File: config.mk
export PLATFORM = sky130hd
export DESIGN_NAME = rgb_ram_writer
export DESIGN_NICKNAME = d
export VERILOG_FILES = /design/src/rtl/rgb_ram_writer.sv
export SDC_FILE = /design/constraint.sdc
export NUM_CORES = 1
export LEC_CHECK = 0
export ABC_AREA = 0
export CAP_MARGIN = 20
export CELL_PAD_IN_SITES_DETAIL_PLACEMENT = 0
export CELL_PAD_IN_SITES_GLOBAL_PLACEMENT = 1
export CORE_ASPECT_RATIO = 1.4
export CORE_MARGIN = 4
export CORE_UTILIZATION = 40
export CTS_BUF_LIST = sky130_fd_sc_hd__clkbuf_4
export DETAILED_ROUTE_END_ITERATION = 16
export HOLD_SLACK_MARGIN = 0.03
export PLACE_DENSITY_LB_ADDON = 0.3
export SLEW_MARGIN = 20
export SYNTH_ARGS = -nofsm -noshare
export SYNTH_HDL_FRONTEND = slang
export SYNTH_SLANG_ARGS = --single-unit
File: constraint.sdc
create_clock -name clk -period 7.6 [get_ports clk]
set_clock_uncertainty 0.1 [all_clocks]
set_input_delay 0.76 -clock clk [delete_from_list [all_inputs] [get_ports clk]]
set_output_delay 0.76 -clock clk [all_outputs]
set_load 0.01 [all_outputs]
File: src/rtl/rgb_ram_writer.sv
// Writes the synchronised RGB pixel stream into a double-banked RAM region as RGB565,
// swapping banks on every complete frame and flagging malformed lines/frames.
module rgb_ram_writer #(
    parameter int LINE_PIXELS = 40,
    parameter int LINES       = 48,
    parameter int BANK_BASE_1 = 1920,
    parameter int ADDR_W      = 32
) (
    input  logic              clk,
    input  logic              nrst,
    input  logic [23:0]       rgb,
    input  logic              rgb_valid,
    input  logic              hsync,
    input  logic              vsync,
    output logic [ADDR_W-1:0] ram_waddr,
    output logic [15:0]       ram_wdata,
    output logic              w_enable,
    output logic              read_bank,
    output logic              stream_ready,
    output logic              frame_error
);

    localparam int XW = $clog2(LINE_PIXELS + 1);
    localparam int YW = $clog2(LINES + 1);
    localparam logic [XW-1:0]     X_MAX  = XW'(LINE_PIXELS);
    localparam logic [YW-1:0]     Y_MAX  = YW'(LINES);
    localparam logic [YW-1:0]     Y_LAST = YW'(LINES - 1);
    localparam logic [ADDR_W-1:0] BASE1  = ADDR_W'(BANK_BASE_1);
    localparam logic [ADDR_W-1:0] LINE_A = ADDR_W'(LINE_PIXELS);

    typedef enum logic {IDLE, ACTIVE} state_t;

    state_t            state, state_n;
    logic [XW-1:0]     x, x_n;
    logic [YW-1:0]     y, y_n;
    logic              wbank, wbank_n;
    logic              written, written_n;
    logic              rbank_n, ready_n, err_n, wen_n;
    logic [ADDR_W-1:0] waddr_n;
    logic [15:0]       wdata_n;
    logic              pix_ok, complete;

    always_ff @(posedge clk or negedge nrst) begin
        if (!nrst) begin
            state        <= IDLE;
            x            <= '0;
            y            <= '0;
            wbank        <= 1'b1;
            written      <= 1'b0;
            read_bank    <= 1'b0;
            stream_ready <= 1'b0;
            frame_error  <= 1'b0;
            w_enable     <= 1'b0;
            ram_waddr    <= '0;
            ram_wdata    <= '0;
        end else begin
            state        <= state_n;
            x            <= x_n;
            y            <= y_n;
            wbank        <= wbank_n;
            written      <= written_n;
            read_bank    <= rbank_n;
            stream_ready <= ready_n;
            frame_error  <= err_n;
            w_enable     <= wen_n;
            ram_waddr    <= waddr_n;
            ram_wdata    <= wdata_n;
        end
    end

    assign pix_ok   = (x < X_MAX) && (y < Y_MAX);
    // A frame whose last line ends without a trailing hsync still counts as complete.
    assign complete = (y == Y_MAX) || ((y == Y_LAST) && (x == X_MAX));

    always_comb begin
        state_n   = state;
        x_n       = x;
        y_n       = y;
        wbank_n   = wbank;
        written_n = written;
        rbank_n   = read_bank;
        ready_n   = stream_ready;
        err_n     = frame_error;
        wen_n     = 1'b0;
        waddr_n   = ram_waddr;
        wdata_n   = ram_wdata;

        case (state)
            IDLE: begin
                if (vsync) begin
                    state_n   = ACTIVE;
                    x_n       = '0;
                    y_n       = '0;
                    written_n = 1'b0;
                end
            end
            ACTIVE: begin
                if (vsync) begin
                    if (complete) begin
                        rbank_n = wbank;
                        wbank_n = ~wbank;
                        ready_n = 1'b1;
                    end else if (written) begin
                        err_n = 1'b1;
                    end
                    x_n       = '0;
                    y_n       = '0;
                    written_n = 1'b0;
                end else if (hsync) begin
                    if (x != '0) begin
                        if (x < X_MAX) err_n = 1'b1;
                        if (y < Y_MAX) y_n = y + YW'(1);
                        x_n = '0;
                    end
                end else if (rgb_valid) begin
                    if (pix_ok) begin
                        wen_n     = 1'b1;
                        waddr_n   = (wbank ? BASE1 : '0) + ADDR_W'(y) * LINE_A + ADDR_W'(x);
                        wdata_n   = {rgb[23:19], rgb[15:10], rgb[7:3]};
                        x_n       = x + XW'(1);
                        written_n = 1'b1;
                    end else begin
                        err_n = 1'b1;
                    end
                end
            end
            default: state_n = IDLE;
        endcase
    end

endmodule
# Yosys cells after proc, flatten, opt, wreduce, memory -nomap -nowiden
# Index checks and enable logic that the tools add are counted.
[classes] n_mul=1 order_cmp=2 reduce_logical=11 addsub=4 n_eq_ne=18 muxes=34 n_bitwise=4
[op_table] op="$mux W6" n=10
[op_table] op="$pmux W6 S2" n=2
[op_table] op="$mux W1" n=20
[op_table] op="$eq A6 B6 Y1 const B" n=3
[op_table] op="$add A13 B6 Y14" n=1
[op_table] op="$add A11 B12 Y13" n=1
[op_table] op="$add A6 B1 Y6 const B" n=2
[op_table] op="$lt A6 B6 Y1 const B" n=2
[op_table] op="$ne A3 B3 Y1 const B" n=4
[op_table] op="$reduce_and A4 Y1" n=3
[op_table] op="$mux W11" n=1
[op_table] op="$mul A6 B3 Y9 const B" n=1
[op_table] op="$ne A3 B2 Y1 const B" n=3
[op_table] op="$ne A4 B3 Y1 const B" n=2
[op_table] op="$reduce_and A7 Y1" n=1
[op_table] op="$ne A3 B1 Y1 const B" n=2
[op_table] op="$reduce_bool A6 Y1" n=1
[op_table] op="$reduce_and A5 Y1" n=1
[op_table] op="$ne A2 B2 Y1 const B" n=2
[op_table] op="$ne A4 B4 Y1 const B" n=1
[op_table] op="$not A1 Y1" n=4
[op_table] op="$reduce_and A3 Y1" n=1
[op_table] op="$reduce_bool A3 Y1" n=1
[op_table] op="$logic_and A1 B1 Y1" n=2
[op_table] op="other kinds (3)" n=3
[totals] wordCells=85 in_bits=29 output_inout_bits=52 reg_bits=67

# Depth between registers and ports, before layout
# Gate-level depths: netlist of run 1.
[logic_depth] ltp_word=7 ltp_mapped=11

# Least setup slack after synthesis of run 1
# Ideal clock, no wire load.
[synth_timing] path_type="register to register" start="register y[2]" end="register ram_waddr[10]" stages_incl_launch_ff=11 synth_period_minus_slack_ns=2.873 setup_slack_ns=4.727 setup_time_ns=0.130 arrival_time_ns=2.643 path_cell_list="dfrtp_1 ha_1 ha_1 a21o_1 a21oi_1 xnor2_1 ha_1 a21o_1 a2111oi_0 or4_1 nand3_1"
[synth_via] elab_chain_len=3 elab_cells_between_ends=6 cone_classes="add/sub (2); mul (1); order compare (1); reduce/logical (2)"
[synth_rtl] item="from (decl)" line_no="35" text="logic [YW-1:0] y, y_n;"
[synth_rtl] item="from (signal assigned)" line_no="59" text="y <= y_n;"
[synth_rtl] item="$mul A6 B3 Y9 / $lt A6 B6 Y1 (equally long branches)" line_no="118, 71"
[synth_rtl] item="$add A11 B12 Y13 / $logic_and A1 B1 Y1 (equally long branches)" line_no="118, 71"
[synth_rtl] item="$add A13 B6 Y14 / $reduce_and A5 Y1 (equally long branches)"
[synth_rtl] item="to (signal assigned)" line_no="66" text="ram_waddr <= waddr_n;"
[synth_rtl] item="to (decl)" line_no="15" text="output logic [ADDR_W-1:0] ram_waddr,"
# Several ways; a longest one is shown, not always the timed one.
# A chain may end at the register's enable or synchronous reset.

# Worst setup path in the final report of run 1
[layout_timing] start="register y[4]" end="register ram_waddr[10]"
# The elaborated chain is that of the path after synthesis.

==> results.md, run 1 <==
- DR top layer: met4
- Routed length on met2: 2760 um
- Main flop type after synthesis: dfrtp_1
- Min-delay worst type: in2async
- 1st-iter DRT viols: 63
- GRT Resource Usage Total: 0.149
- Drt total wl: 5810 um
- Setup bufs post-CTS: 0
- RSZ-0062 raised after global routing: false
- Static Leak: 1.66 nW
- DRC: 0
- Cell Area, Synth: 2790 sq um
- Final setup TNS: 0 ps
- Status: complete, no violations
- First-pass GRT wire length: 10,200 um
- ANT nets after route: 0
- Seq/Total Area, Yosys: 0.431
- H-tree levels: 2
- Area leader, netlist: dfrtp_1
- CTS tree: done
- Syn Inst Count: 296
- Yosys warns: 0
- Rows: 35
- Worst Tran Pin Value: 725 ps
- Max Cap Viol: 0
- DRT Pass-1 Iters: 4
- Die W: 78.6 um
- Tcrit/Tclk final: 0.414
- Detail-routed via count per cell: 4.96
- Final hold vios: 0
- Peak VDD IR: 76.2 uV
- Nets: 396
- Area growth syn-to-layout: 22.7%
- Detailed placer's ending HPWL: 4230 um
- CORE AREA: 6700 sq um
- Met1 wire length: 2600 um
- Routed wl met3: 373 um
- Tmin final: 3150 ps
- Final Cell Area: 3420 sq um
- CP startpoint kind: register
- Clock Tree Buf Depth: 2
- Post-synth EDFFs: 0
- Worst EP arrival: 3310 ps
- Fmax: 317 MHz
- Gpl congestion: 0.787
- Total power: 0.571 mW
- # setup viols final: 0
- Layout cell share with drive strength beyond 1: 0.0607
- Root Driver: clkbuf_4
- Initial antenna violation count: 0
- Vias: 2,171
- Clock Sink Count: 48
- Starting Density: 0.416
- Slew Limit Fails: 0
- CTS Hold Bufs: 0
- Relative slew slack: 0.516
- Die area: 8390 sq um
- Nature of the critical path endpoint: register
- Post-synthesis cell type count: 54
- TritonCTS Buffers: 5
- # diodes: 0
- FF+latch count, synth: 48
- Post-CTS Resized: 0
- Vias in the first global route: 2,108
- Clk_lat worst skew: 360 ps
- Largest net degree at the start of global routing: 49
- # IOs: 81
- Die H: 107 um
- Overflow after GRT: 0
- Crit path max fanout: 8
- Pwr Density: 167 nW/um^2
- R2r worst-path depth: 10
- Top cells by area, synth: dfrtp_1 42%, nand2_1 9.1%, ha_1 9.0%, buf_4 5.1%, o21ai_0 2.7%
- Clock Pin Slew Worst Setup and Hold Paths: 150 ps
- Top-area cell type share of the netlist area: 0.422
- Crit Path Category: reg2reg
- PortBufs: 53
- DR WL/cell: 13.3 um
- Synth Area per Inst: 9.43 sq um
- CP Data Required Time: 7760 ps
- FILL cells: 656
- Fraction of registers with async set/reset: 1.00
- Placed Area: 3310 sq um
==> logic make-up after synthesis <==
family,synth area share
AND/OR/NAND/NOR,0.195
AO/OA/AOI/OAI,0.144
other,0.00134
flip-flops,0.431
XOR/XNOR,0.0251
multiplexers,0.0161
buffers and inverters,0.0834
adder cells (fa/ha/maj),0.104
==> flip-flops by register name (all words and copies together), names as in the netlist <==
register      count
ram_wdata        16
ram_waddr        13
x                 6
y                 6
frame_error       1
read_bank         1
state             1
stream_ready      1
w_enable          1
wbank             1
written           1
==> Yosys cell counts, drive strengths merged, types with 2 or more instances <==
library cell / number
nand2: 69
dfrtp: 47
buf: 27
ha: 20
o21ai: 17
a21oi: 12
inv: 11
nand3: 8
nor2: 8
a21o: 5
and3: 5
nor3: 4
o21a: 4
xnor2: 4
xor2: 4
clkbuf: 3
mux2i: 3
nor2b: 3
o31ai: 3
or4: 3
a211o: 2
a311oi: 2
a31oi: 2
fa: 2
nand4: 2
o2111ai: 2
o211ai: 2
or2: 2
or3: 2
==> final cells by class <==
type | instances | area (sq um) | area share
inverter | 11 | 41.3 | 0.0121
clock inverter | 3 | 68.8 | 0.0201
clock buffer | 5 | 37.5 | 0.0110
timing repair buffer | 54 | 536 | 0.156
sequential | 48 | 1200 | 0.351
multi-input combinational | 225 | 1420 | 0.416
tap | 92 | 115 | 0.0336
==> report_power, final <==
part / total, mW / switching [mW] / internal, mW
Sequential: 0.284 / 0.00978 / 0.274
Clock: 0.190 / 0.0860 / 0.104
Combinational: 0.0976 / 0.0474 / 0.0502
==> path summary, 6_finish.rpt <==
path | endpoint | slack, ps | startpoint
max | ram_waddr[10] | 4450 | y[4]
min | ram_waddr[9] | 290 | nrst
max reg2reg | ram_waddr[10] | 4450 | y[4]
min reg2reg | stream_ready | 390 | stream_ready
max in group asynchronous | y[5] | 6700 | nrst
min in group clk | stream_ready | 390 | stream_ready
==> stage by stage <==
step,worst slack [ps],std cells,utilization,hold WS (ps)
finish,4450,438,0.511,288
global route,4170,438,0.511,313
CTS,4440,438,0.511,388
detailed placement,4170,430,0.495,354
global placement,4170,430,0.495,352
floorplan,4730,314,-,364
==> layer usage <==
metal	track usage	vias up
met2	0.250	71
li1	-	1086
met3	0.0303	6
met5	0	-
met4	0.0413	0
met1	0.195	1008
==> critical path, stage by stage (launching register included) <==
cell and delay (ps):
dfrtp_1 510, ha_1 370, ha_1 300, a21o_1 190
a21oi_1 170, xnor2_1 140, ha_1 300, a21o_1 230
a2111oi_0 500, or4_1 190, nand3_1 70
==> layout by cell type, fill, tap and decap left out, drive strengths merged, types with 3 or more instances in the layout <==
| cell type | instances |
|---|---|
| o21ai | 17 |
| ha | 20 |
| nand2 | 69 |
| clkdlybuf4s50 | 52 |
| o31ai | 3 |
| nor2 | 8 |
| mux2i | 3 |
| o21a | 4 |
| and3 | 5 |
| a21o | 5 |
| xnor2 | 4 |
| inv | 12 |
| xor2 | 4 |
| clkbuf | 5 |
| dfrtp | 47 |
| nor3 | 4 |
| or4 | 3 |
| nand3 | 8 |
| nor2b | 3 |
| a21oi | 12 |
| conb | 19 |
(Power assumes the default switching activity.)
==> run 2, diff against run 1 <==
- CORE_UTILIZATION: 40 -> 33
- clock period: 7.6 -> 2.85 ns (I/O delays scaled with it)
==> run 2 against run 1 <==
- global-route usage shrank 1.7 points
- power grew to 2.5 times the previous value
- first-iteration DRC count grew 40%
- clock-buffer cell count is the same
- largest power group unchanged
- largest cell class unchanged
==> results.md, run 2 (same netlist as run 1, synthesis figures left out) <==
- Status: complete, no violations
- # setup viols final: 0 (unchanged)
- Rows: 39 (+11%)
- Detail-routed via count per cell: 4.82 (-2.8%)
- Largest net degree at the start of global routing: 49 (unchanged)
- Final hold vios: 0 (unchanged)
- DRC: 0 (unchanged)
- TritonCTS Buffers: 5 (unchanged)
- CORE AREA: 8200 sq um (+22%)
- # IOs: 81 (unchanged)
- Clock Pin Slew Worst Setup and Hold Paths: 150 ps (about the same)
- Gpl congestion: 0.792 (+0.66%)
- 1st-iter DRT viols: 88 (+40%)
- Tcrit/Tclk final: 0.990 (+0.575)
- Pwr Density: 399 nW/um^2 (+140%)
- Largest Register: ram_wdata
- Critical path, cell by cell: buf_4, ha_1, ha_4, a21oi_2, xnor2_1, ha_1, buf_4, o21a_1, o22ai_1, or4_1, nand3_1
- Tmin final: 2820 ps (-329 ps)
- ANT nets after route: 0 (unchanged)
- Nets: 414 (+4.5%)
- Worst Slack Setup Final: 28.8 ps (-4420 ps)
- Clock Sink Count: 48 (unchanged)
- Root Driver: clkbuf_4
- Clock Tree Buf Depth: 2 (unchanged)
- Slew Limit Fails: 0 (unchanged)
- Area growth syn-to-layout: 30.4%
- DP Worst Slack: -81.5 ps (-4260 ps)
- Placed Area: 3450 sq um (+4.1%)
- CTS tree: done
- Worst Tran Pin Value: 607 ps (-118 ps)
- Commonest non-fill, non-tap cell in the layout: nand2_1
- Die area: 10,000 sq um (+19%)
- Commonest non-fill, non-tap cells in the layout: 68 x nand2_1, 52 x clkdlybuf4s50_1, 47 x dfrtp_1, 19 x conb_1, 18 x buf_4
- GRT Resource Usage Total: 0.133 (-0.0166)
- Peak VDD IR: 233 uV (+210%)
- Initial antenna violation count: 1 (+1)
- Drt total wl: 6370 um (+9.5%)
- CP startpoint kind: register
- Vias: 2,249 (+3.6%)
- Biggest regs: ram_wdata (16), ram_waddr (13)
- RSZ-0062 raised after global routing: true
- Die H: 117 um (+9.3%)
- H-tree levels: 2 (unchanged)
- Die W: 85.7 um (+9.1%)
- Crit path max fanout: 6 (-2)
- CP max stage cell: or4_1
- Nature of the critical path endpoint: register
- Relative slew slack: 0.595 (+0.0790)
- Overflow after GRT: 0 (unchanged)
- Final Cell Area: 3640 sq um (+6.3%)
- Critical Path Max Stage Delay: 510 ps (about the same)
- DR WL/cell: 13.6 um (+2.7%)
- First-pass GRT wire length: 10,700 um (+5.2%)
- CP Data Required Time: 3080 ps (-4680 ps)
- Fin cells: 467 (+6.6%)
- PortBufs: 53 (unchanged)
- Static Leak: 1.73 nW (+3.8%)
- Fmax: 354 MHz (+12%)
- Starting Density: 0.340 (-0.0761)
- Max Cap Viol: 0 (unchanged)
- Clk_lat worst skew: 380 ps (+20 ps)
- DRT Pass-1 Iters: 4 (unchanged)
- Detailed placer's ending HPWL: 4710 um (+11%)
- Min-delay worst type: in2reg
- Crit Path Category: reg2reg
- Largest register FFs: 16 (unchanged)
- Worst EP arrival: 3050 ps (-260 ps)
- Vias in the first global route: 2,270 (+7.7%)
- Cells after DPL: 456 (+6.0%)
- Layout cell share with drive strength beyond 1: 0.137 (+0.0767)
[run 2: worst paths after layout]
check,start,end,depth (start not counted),slack [ps]
min reg2reg,ram_wdata[4],ram_wdata[4],2,390
max,y[3],ram_waddr[10],11,30
max reg2reg,y[3],ram_waddr[10],11,30
min in group asynchronous,nrst,ram_waddr[7],3,410
max in group asynchronous,nrst,x[3],3,1820
min,rgb[15],ram_wdata[10],3,310
[run 2: metal layers]
layer | GRT usage | vias to the layer above | part of all wire
met3 | 0.0266 | 12 | 0.069
met2 | 0.231 | 71 | 0.50
met4 | 0.0655 | 0 | 0.028
li1 | - | 1116 | -
met5 | 0 | - | 0
met1 | 0.156 | 1050 | 0.41
[run 2: cell type report]
cell class,instances,area (sq um)
fillers,816,4560
multi-input cells,225,1510
flip-flops and latches,48,1200
repair buffers,72,671
well taps,102,128
clock inverters,3,46.3
inverters,11,41.3
clock buffers,5,37.5
diodes,1,2.50
[run 2: metrics by stage]
step,TNS [ps],hold slack (ps),utilization,power (mW)
finish,0,311,0.444,1.45
floorplan,0,-111,-,0.899
detailed placement,-159,326,0.421,1.04
global route,-67.2,297,0.444,1.53
CTS,-5.42,290,0.438,1.48
global placement,-18.9,323,0.421,1.04
[run 2: worst max-delay path: cells and delay by family, from the launching register on]
kind	cells	cell delay, ps
AO/OA/AOI/OAI	3	340
XOR/XNOR	1	80
adder cells (fa/ha/maj)	3	910
buffers and inverters	2	290
flip-flops	1	440
AND/OR/NAND/NOR	2	610
[run 2: repair_timing]
item                                    in CTS  in global routing
hold endpoints to repair                    47                  0
resized for setup                            6                  7
pin swaps                                    5                  7
endpoints found under the setup margin       2                  2
hold buffers                                 1                  0
buffers inserted                             1                  0
[run 2: power by group]
group	leakage, nW	internal, mW	switching [mW]
sequential	0.629	0.730	0.0251
clock	0.0418	0.188	0.240
combinational	1.06	0.140	0.128
==> run 3, diff against run 2 <==
- CORE_UTILIZATION: 33 -> 44
- DONT_BUFFER_PORTS: default -> 1
==> run 3 against run 2 <==
- non-clock buffer count is 32 lower
- via count is 3.9% lower
- maximum frequency is 0.37% lower
- global-route usage is 2.5 points higher
- first-iteration DRC count is 53% lower
- setup slack worse by 11 ps
- register-to-register slack hardly changed
- critical path depth is 1 lower
- cell count is 13% lower
- clock power is 4% lower
- largest power group unchanged
==> results.md, run 3 (same netlist as run 1, synthesis figures left out) <==
- Starting Density: 0.449 (+0.109)
- Static Leak: 1.64 nW (-5.3%)
- Part of the power in combinational logic: 0.109 (-0.076)
- Clk pwr share: 0.305 (+0.010)
- Reg2Reg Launch Point: y[2]
- Die H: 102 um (-12%)
- Clock Tree Buf Depth: 2 (unchanged)
- CORE AREA: 6210 sq um (-24%)
- ANT nets after route: 0 (unchanged)
- PortBufs: 0 (-100%)
- Peak VDD IR: 228 uV (-2.0%)
- DR WL/cell: 15.4 um (+13%)
- DRT Pass-1 Iters: 4 (unchanged)
- FILL cells: 557 (-32%)
- Total power: 1.34 mW (-7.4%)
- First-pass GRT wire length: 9470 um (-12%)
- Slew Limit Fails: 0 (unchanged)
- # setup viols final: 0 (unchanged)
- R2r worst-path depth: 10 (-1)
- Fmax: 353 MHz (-0.37%)
- Final hold vios: 0 (unchanged)
- 1st-iter DRT viols: 41 (-53%)
- Final setup TNS: 0 ps (unchanged)
- Rows: 34 (-13%)
- Worst EP arrival: 3050 ps (about the same)
- Tmin final: 2830 ps (+10.5 ps)
- Area growth syn-to-layout: 20.7%
- DRC: 0 (unchanged)
- Critical path, cell by cell: ha_4, buf_4, fa_2, buf_4, xor2_2, ha_4, o21a_1, o22ai_2, or4_1, nand3_1
- Worst Min Path Start: hsync
- Relative slew slack: 0.585 (-0.0101)
- Hold slack final: 60.1 ps (-251 ps)
- Max Cap Viol: 0 (unchanged)
- H-tree levels: 2 (unchanged)
- Hold Path Stages: 3 (unchanged)
- Sw Ratio: 0.275 (+0.00408)
- Die area: 7700 sq um (-23%)
- Crit path max fanout: 4 (-2)
- Largest register FFs: 16 (unchanged)
- Drt total wl: 6220 um (-2.3%)
- Pwr Density: 399 nW/um^2 (about the same)
- Min-Delay Endpoint: x[5]
- Commonest non-fill, non-tap cell in the layout: nand2_1
- # diodes: 0 (-1)
- Gpl congestion: 0.811 (+2.5%)
- Int Power: 0.973 mW (-8.0%)
- Overflow after GRT: 0 (unchanged)
- Vias: 2,162 (-3.9%)
- CTS tree: done
- Seq pwr share: 0.586 (+0.066)
- Switch Pwr: 0.370 mW (-6.1%)
- Reg2reg end: ram_waddr[10]
- Commonest non-fill, non-tap cells in the layout: 68 x nand2_1, 46 x dfrtp_1, 19 x conb_1, 19 x dlygate4sd3_1, 18 x buf_4
- Status: complete, no violations
- CP Data Required Time: 3070 ps (about the same)
- Post-layout util: 0.542 (+0.0986)
- Crit Path Category: reg2reg
- Root Driver: clkbuf_4
- CP max stage cell: or4_1
- Largest net degree at the start of global routing: 49 (unchanged)
- Largest Register: ram_wdata
- GRT Resource Usage Total: 0.157 (+0.0246)
- Detail-routed via count per cell: 5.35 (+11%)
- TritonCTS Buffers: 5 (unchanged)
- Clock Sink Count: 48 (unchanged)
- Initial antenna violation count: 0 (-1)
- Tcrit/Tclk final: 0.994 (+0.00370)
- Vias in the first global route: 2,134 (-6.0%)
- Critical Path Max Stage Delay: 530 ps (+20 ps)
- CP startpoint kind: register
- Nature of the critical path endpoint: register
- Layout cell share with drive strength beyond 1: 0.175 (+0.0373)
- Worst Tran Pin Value: 620 ps (+13.0 ps)
- Detailed placer's ending HPWL: 4240 um (-10%)
- Clk_lat worst skew: 370 ps (about the same)
- Biggest regs: ram_wdata (16), ram_waddr (13)
- Nets: 382 (-7.7%)
- # IOs: 81 (unchanged)
- RSZ-0062 raised after global routing: true
- Die W: 75.3 um (-12%)
- Clock Pin Slew Worst Setup and Hold Paths: 140 ps (about the same)
- Min-delay worst type: in2reg
- FF-to-FF setup slack: 20 ps (about the same)
-- run 3: cell count changes in the layout (fill, tap and decap cells not counted), sizes merged --
cell and delta:
clkinvlp -1, buf +2, diode -1, inv -1, clkinv +2, clkdlybuf4s50 -52, dlygate4sd3 +18
-- run 3: worst max-delay path by stage --
stage                         end  cells after the start  slack, ps  startpoint
global placement    ram_waddr[11]                     11        -20        y[2]
finish              ram_waddr[10]                     10         20        y[2]
floorplan           ram_waddr[10]                     10          2        y[2]
CTS                 ram_waddr[10]                     10          2        y[1]
global route        ram_waddr[10]                      8        -30        y[3]
detailed placement  ram_waddr[11]                     11        -50        y[3]
-- run 3: stage by stage --
stage | setup WS, ps | instances | instance area [sq um]
final | 18.2 | 404 | 3370
after global routing | -33.6 | 404 | 3370
after CTS | 1.71 | 402 | 3220
after detailed placement | -50.9 | 372 | 2880
after global placement | -22.8 | 372 | 2880
after floorplan | 2.15 | 314 | 2860
-- run 3: power by group through the flow --
stage	clock network (mW)	logic, mW	registers [mW]
floorplan	0	0.107	0.792
finish	0.410	0.147	0.786
global placement	0	0.101	0.800
global route	0.449	0.169	0.795
detailed placement	0	0.104	0.801
CTS	0.422	0.147	0.787
-- run 3: metal layers --
metal,part of all wire,GRT usage,vias to the layer above
met5,0,0,-
met4,0.017,0.0552,0
met3,0.071,0.0354,10
met2,0.53,0.293,72
met1,0.38,0.169,1024
li1,-,-,1056
-- run 3: area by class of cell --
cell class,instances,area (sq um),area share
clock buffers,5,37.5,0.0111
clock inverters,3,42.5,0.0126
inverters,11,41.3,0.0123
multi-input cells,225,1580,0.468
flip-flops and latches,48,1200,0.357
well taps,72,90.1,0.0267
repair buffers,40,375,0.111
-- run 3: timing repair --
| item | CTS | global route |
|---|---|---|
| hold endpoints to repair | 79 | 0 |
| setup buffers | 2 | 2 |
| resized for setup | 6 | 18 |
| hold buffers | 20 | 0 |
| pin swaps | 4 | 13 |
| setup endpoints to repair | 2 | 3 |
-- run 3: worst max-delay path: cells and delay by family (launching register included) --
kind	cells	cell delay, ps
adders and majority gates	3	920
buffers and inverters	2	290
and+or+nand+nor	2	620
xor gates and xnor gates	1	170
AOI/OAI and AO/OA	2	230
DFF	1	460
